<file path="config.mk">
export PLATFORM = sky130hd
export DESIGN_NAME = ps2_keycode_rx
export DESIGN_NICKNAME = d
export VERILOG_FILES = /design/src/rtl/ps2_keycode_rx.sv
export SDC_FILE = /design/constraint.sdc
export NUM_CORES = 1
export LEC_CHECK = 0
export BUFFER_PORTS_ARGS = -buffer_cell sky130_fd_sc_hd__buf_2
export CORE_MARGIN = 4
export CORE_UTILIZATION = 53
export DETAILED_ROUTE_END_ITERATION = 16
export PLACE_DENSITY = 0.8
export SETUP_SLACK_MARGIN = 0.15
export SLEW_MARGIN = 15
export SYNTH_ARGS = -nofsm -noshare
export SYNTH_HDL_FRONTEND = slang
export SYNTH_SLANG_ARGS = --single-unit
</file>
<file path="constraint.sdc">
create_clock -name clk -period 2.3 [get_ports clk]
set_clock_uncertainty 0.15 [all_clocks]
set_input_delay 0.23 -clock clk [delete_from_list [all_inputs] [get_ports clk]]
set_output_delay 0.23 -clock clk [all_outputs]
set_load 0.005 [all_outputs]
</file>
<file path="src/rtl/ps2_keycode_rx.sv">
// ps2_keycode_rx: receive-only PS/2 keyboard deframer producing a rolling
// 16-bit keycode {previous byte, newest byte}; break codes show as 16'hF0xx.
// Latency: raw ps2_clk fall -> edge detect 2+FILTER_LEN clk; key_valid 1 clk later.
// Backpressure: none; the keyboard sets the pace, each result is a 1-cycle pulse.
//
// Ports:
//   clk        system clock, all logic on rising edge
//   rst        asynchronous active-low reset
//   ps2_clk    raw PS/2 clock (kclk), asynchronous to clk
//   ps2_data   raw PS/2 data (kdata), asynchronous to clk
//   keyc       {byte[n-1], byte[n]} of the last two good frames
//   key_valid  1-cycle pulse when keyc has just been updated
//   frame_err  1-cycle pulse on start/parity/stop error or mid-frame timeout

module ps2_keycode_rx #(
   parameter int FILTER_LEN  = 4,
   parameter int TIMEOUT_CYC = 65000
) (
   input  logic        clk,
   input  logic        rst,
   input  logic        ps2_clk,
   input  logic        ps2_data,
   output logic [15:0] keyc,
   output logic        key_valid,
   output logic        frame_err
);

   localparam int FW = (FILTER_LEN  > 1) ? $clog2(FILTER_LEN + 1)  : 1;
   localparam int TW = (TIMEOUT_CYC > 1) ? $clog2(TIMEOUT_CYC + 1) : 1;

   localparam logic [FW-1:0] FILT_LAST = FW'(FILTER_LEN - 1);
   localparam logic [TW-1:0] TO_LAST   = TW'(TIMEOUT_CYC - 1);

   typedef enum logic [1:0] {
      IDLE   = 2'd0,
      DATA   = 2'd1,
      PARITY = 2'd2,
      STOP   = 2'd3
   } state_t;

   // ------------------------------------------------------------------
   // Two-flop synchronisers; preset to 1 so reset looks like an idle bus.
   // ------------------------------------------------------------------
   logic clk_s1, clk_s2;
   logic dat_s1, dat_s2;

   always_ff @(posedge clk or negedge rst) begin
      if (!rst) begin
         clk_s1 <= 1'b1;
         clk_s2 <= 1'b1;
         dat_s1 <= 1'b1;
         dat_s2 <= 1'b1;
      end else begin
         clk_s1 <= ps2_clk;
         clk_s2 <= clk_s1;
         dat_s1 <= ps2_data;
         dat_s2 <= dat_s1;
      end
   end

   // ------------------------------------------------------------------
   // Glitch filter on the synced clock. filt_cnt counts consecutive
   // samples that disagree with the filtered value; any agreeing sample
   // restarts the count, so pulses shorter than FILTER_LEN are dropped.
   // ------------------------------------------------------------------
   logic          filt_clk;
   logic          filt_clk_d;
   logic [FW-1:0] filt_cnt;
   logic          fall;

   always_ff @(posedge clk or negedge rst) begin
      if (!rst) begin
         filt_clk   <= 1'b1;
         filt_clk_d <= 1'b1;
         filt_cnt   <= '0;
      end else begin
         filt_clk_d <= filt_clk;
         if (clk_s2 == filt_clk) begin
            filt_cnt <= '0;
         end else if (filt_cnt == FILT_LAST) begin
            filt_clk <= clk_s2;
            filt_cnt <= '0;
         end else begin
            filt_cnt <= filt_cnt + 1'b1;
         end
      end
   end

   // Falling edge of the filtered clock; dat_s2 is the bit to sample now.
   assign fall = filt_clk_d & ~filt_clk;

   // ------------------------------------------------------------------
   // Frame FSM with registered outputs. Only falling edges advance it;
   // the timeout counter runs in every non-IDLE state and is cleared by
   // each falling edge, so a keyboard that stops mid-frame is abandoned.
   // ------------------------------------------------------------------
   state_t        state;
   logic [2:0]    bit_cnt;
   logic [7:0]    shreg;
   logic          par_bit;
   logic [TW-1:0] to_cnt;
   logic          timeout;

   // A falling edge in the same cycle counts as activity and wins.
   assign timeout = (state != IDLE) && !fall && (to_cnt == TO_LAST);

   always_ff @(posedge clk or negedge rst) begin
      if (!rst) begin
         state     <= IDLE;
         bit_cnt   <= '0;
         shreg     <= '0;
         par_bit   <= 1'b0;
         to_cnt    <= '0;
         keyc      <= 16'h0000;
         key_valid <= 1'b0;
         frame_err <= 1'b0;
      end else begin
         key_valid <= 1'b0;
         frame_err <= 1'b0;

         if (state == IDLE || fall) begin
            to_cnt <= '0;
         end else begin
            to_cnt <= to_cnt + 1'b1;
         end

         if (timeout) begin
            state     <= IDLE;
            bit_cnt   <= '0;
            shreg     <= '0;
            par_bit   <= 1'b0;
            to_cnt    <= '0;
            frame_err <= 1'b1;
         end else if (fall) begin
            unique case (state)
               IDLE: begin
                  // A high start bit is just line noise on an idle bus.
                  if (!dat_s2) begin
                     state   <= DATA;
                     bit_cnt <= '0;
                     shreg   <= '0;
                  end
               end
               DATA: begin
                  shreg <= {dat_s2, shreg[7:1]};   // LSB arrives first
                  if (bit_cnt == 3'd7) begin
                     state <= PARITY;
                  end else begin
                     bit_cnt <= bit_cnt + 3'd1;
                  end
               end
               PARITY: begin
                  par_bit <= dat_s2;
                  state   <= STOP;
               end
               STOP: begin
                  // Odd parity: data plus parity bit must hold an odd count of ones.
                  if (dat_s2 && (^{shreg, par_bit})) begin
                     keyc      <= {keyc[7:0], shreg};
                     key_valid <= 1'b1;
                  end else begin
                     frame_err <= 1'b1;
                  end
                  state   <= IDLE;
                  bit_cnt <= '0;
               end
               default: state <= IDLE;
            endcase
         end
      end
   end

endmodule

</file>
==> out/qor.csv <==
stage,metric,value,unit
yosys,synth_top_family_by_area,simple AND/OR/NAND/NOR gates,
hold_path,min_path_type,reg -> reg,
global_routing,use_met1,0.218,
timing,setup_tns,0,ps
yosys,synthFlopType,dfrtp_1,
yosys,synth_top_area_share,0.497,
timing,fin_crit,2130,ps
die,core-area,4720,µm²
power_and_ir_drop,ir_drop,0.521,mV
worst_setup_path,cp_cell_sequence,ha_4 > nand4bb_1 > or4_4 > or3_4 > buf_6 > a32o_1,
yosys,synthTopCellsByCount,"dfrtp_1 (51), nor2_1 (18), mux2_2 (17)",
final_layout,fillers,350,
yosys,synth_area_per_cell,12.1,µm²
cts,cts-root-buf,clkbuf_8,
cts,cts_buffers,9,
routing,ant_nets,0,
yosys,synth.area.top_cells,"dfrtp_1 (50%), mux2_2 (7.4%), dfstp_2 (6.1%), xnor2_1 (4.4%), ha_1 (3.9%)",
run_status,status,"finished, final reports clean",
routing,drt-initial-drc-count,137,
placed_design,gp_congestion,0.749,
yosys,postSynthCellCount,212,
yosys,ys_ff_latch,57,
global_routing,grt_util_met2,0.272,
global_routing,grt.total_usage,0.176,
final_layout,nNetsFinal,270,
cts,cts_tree,done,
final_layout,n_antenna_cell,0,
global_routing,grt-ovfl-total,0,
placed_design,placed_area,2840,µm²
cts,cts_sinks,57,
worst_setup_path,critical_path_buf_inv_count,1,
worst_setup_path,slowest_stage,or4_4,
die,die_h,77.6,µm
global_routing,grt_util_met3,0.0592,
timing,finalMaxSlewViolations,0,
timing,relSlewSlack,0.536,
yosys,ys_seq_area_frac,0.558,
placed_design,port_buffers,21,
worst_setup_path,crit_required,2380,ps
yosys,synth_edf_count,0,
worst_setup_path,path_delay_family,simple AND/OR/NAND/NOR gates,
worst_setup_path,cp_max_fo,7,
timing,finalWorstSetupSlack,165,ps
routing,routed_wl,4670,µm
worst_setup_path,start_kind,register,
yosys,synth_compound_gate_area_share,0.0808,
yosys,synth-xor-area-share,0.0725,
die,die_area,6030,µm²
routing,viasPerCell,5.36,
routing,via_count,1768,
yosys,synth_top_area_cell,dfrtp_1,
final_layout,fin_util,0.660,
cts,cts.path.max_buffers,2,
power_and_ir_drop,power.density,992,nW/µm²
cts,clkTransAtPathRegs,70,ps
job,cap_viol_max_count,0,
cts,clock_latency,340,ps
final_layout,drive_above_1_share,0.331,
timing,worstMarginPinSlew,694,ps
timing,grt_setup_unrepaired,true,
die,num_rows,25,
timing,finalSetupViolCount,0,
yosys,synth_cell_type_count,37,
power_and_ir_drop,p_leak,0.00147,µW
timing,finalHoldViolCount,0,
global_routing,grt_antenna_before_repair,0,
timing,whs,207,ps
timing,fin_crit_sh,0.928,
yosys,yosys_warnings,0,
placed_design,post-dp-hpwl,3070,µm
final_layout,area_growth,21.3,%
yosys,netlist_area,2570,µm²
cts,htree_num_levels,3,
global_routing,top_usage_layer,met2,
routing,avgRoutedWirePerCell,14.1,µm
die,start_util,0.544,
global_routing,grt_pass1_vias,1713,
yosys,synthMuxAreaShare,0.0833,
timing,max_freq,468,MHz
yosys,synthAdderAreaFrac,0.0389,
worst_setup_path,path_class,reg -> reg,
worst_setup_path,endpoint_kind,register,
yosys,synth-simple-area-share,0.141,
placed_design,place_ws,93.9,ps
routing,drtPass1Iterations,4,
global_routing,grt_max_degree,32,
worst_setup_path,arrival,2210,ps
routing,drc,0,
global_routing,grt_pass1_wl,8010,µm
yosys,yosysMostFrequentCell,dfrtp_1,
yosys,postSynth.asyncResetShare,1.00,
worst_setup_path,worst_path_largest_cell_delay,440,ps
yosys,syn_nets,224,
final_layout,finish.instance_area,3120,µm²
die,die_w,77.6,µm
die,num_io_pins,22,
worst_setup_path,r2r_slack,170,ps
[layer usage]
layer	routed length [µm]	vias up
met5	0	-
met3	233	11
li1	-	859
met2	2250	44
met1	2070	854
met4	116	0
[layout make-up]
cell class	instances	area, µm²	share of cell area
clock buffers	10	138	0.0442
flip-flops and latches	57	1430	0.460
multi-input cells	141	1090	0.350
repair buffers	42	299	0.0959
well taps	67	83.8	0.0269
inverters	7	26.3	0.00843
clock inverters	6	43.8	0.0141
[repair_timing]
| action | 4_1_cts | 5_1_grt |
|---|---|---|
| endpoints found under the hold margin | 22 | 0 |
| gates resized for setup | 3 | 3 |
| setup buffers | 1 | 4 |
| hold buffers | 3 | 0 |
| gates cloned | 0 | 1 |
| pin swaps | 1 | 3 |
| setup endpoints to repair | 13 | 25 |
[placed cells by master (no fill, tap or decap), types with 5 or more instances in the layout]
cell type / count
a32o_1: 9
buf_2: 21
buf_4: 15
clkbuf_8: 10
dfrtp_1: 51
dfstp_2: 6
ha_1: 7
inv_1: 7
mux2_2: 17
nand2_1: 11
nand3_1: 10
nor2_1: 18
nor4_1: 5
o21ai_0: 5
xnor2_1: 13
[through the flow]
stage	power, µW	cells
after floorplan	1990	212
after global placement	2190	305
after detailed placement	2220	305
after CTS	3090	325
after global routing	3310	330
final	3090	330
[where the power goes]
| group | total [µW] | switching, µW | internal (µW) |
|---|---|---|---|
| sequential | 1320 | 137 | 1190 |
| combinational | 932 | 469 | 463 |
| clock | 836 | 418 | 418 |
[kinds of logic (layout without fill, tap and decap cells)]
kind of cell	count (synthesis)	in the layout
XOR/XNOR	18	18
AND/OR/NAND/NOR	70	70
flip-flops	57	57
AO/OA/AOI/OAI	27	27
adder cells (fa/ha/maj)	8	8
buffers and inverters	14	65
multiplexers	18	18
[state kept, by name, summed over array words and instances (netlist names)]
name / count
shreg: 8
filt_clk_d: 1
clk_s2: 1
dat_s1: 1
key_valid: 1
bit_cnt: 3
to_cnt: 16
par_bit: 1
keyc: 16
state: 2
filt_cnt: 3
dat_s2: 1
frame_err: 1
clk_s1: 1
filt_clk: 1
[path summary, 6_finish.rpt]
path	start	to	cells after the start
worst min register to register	clk_s1	clk_s2	0
worst min-delay path	clk_s1	clk_s2	0
max in group asynchronous	rst	keyc[0]	3
worst max register to register	to_cnt[0]	shreg[5]	6
min in group asynchronous	rst	to_cnt[10]	2
worst max-delay path	to_cnt[0]	shreg[5]	6
[worst reg2reg max path, cell delays in order, from the launching register on]
cell       delay [ps]
dfrtp_1           400
ha_4              150
nand4bb_1         120
or4_4             440
or3_4             350
buf_6             150
a32o_1            260
Note: power is estimated with default switching activity, not from simulation.
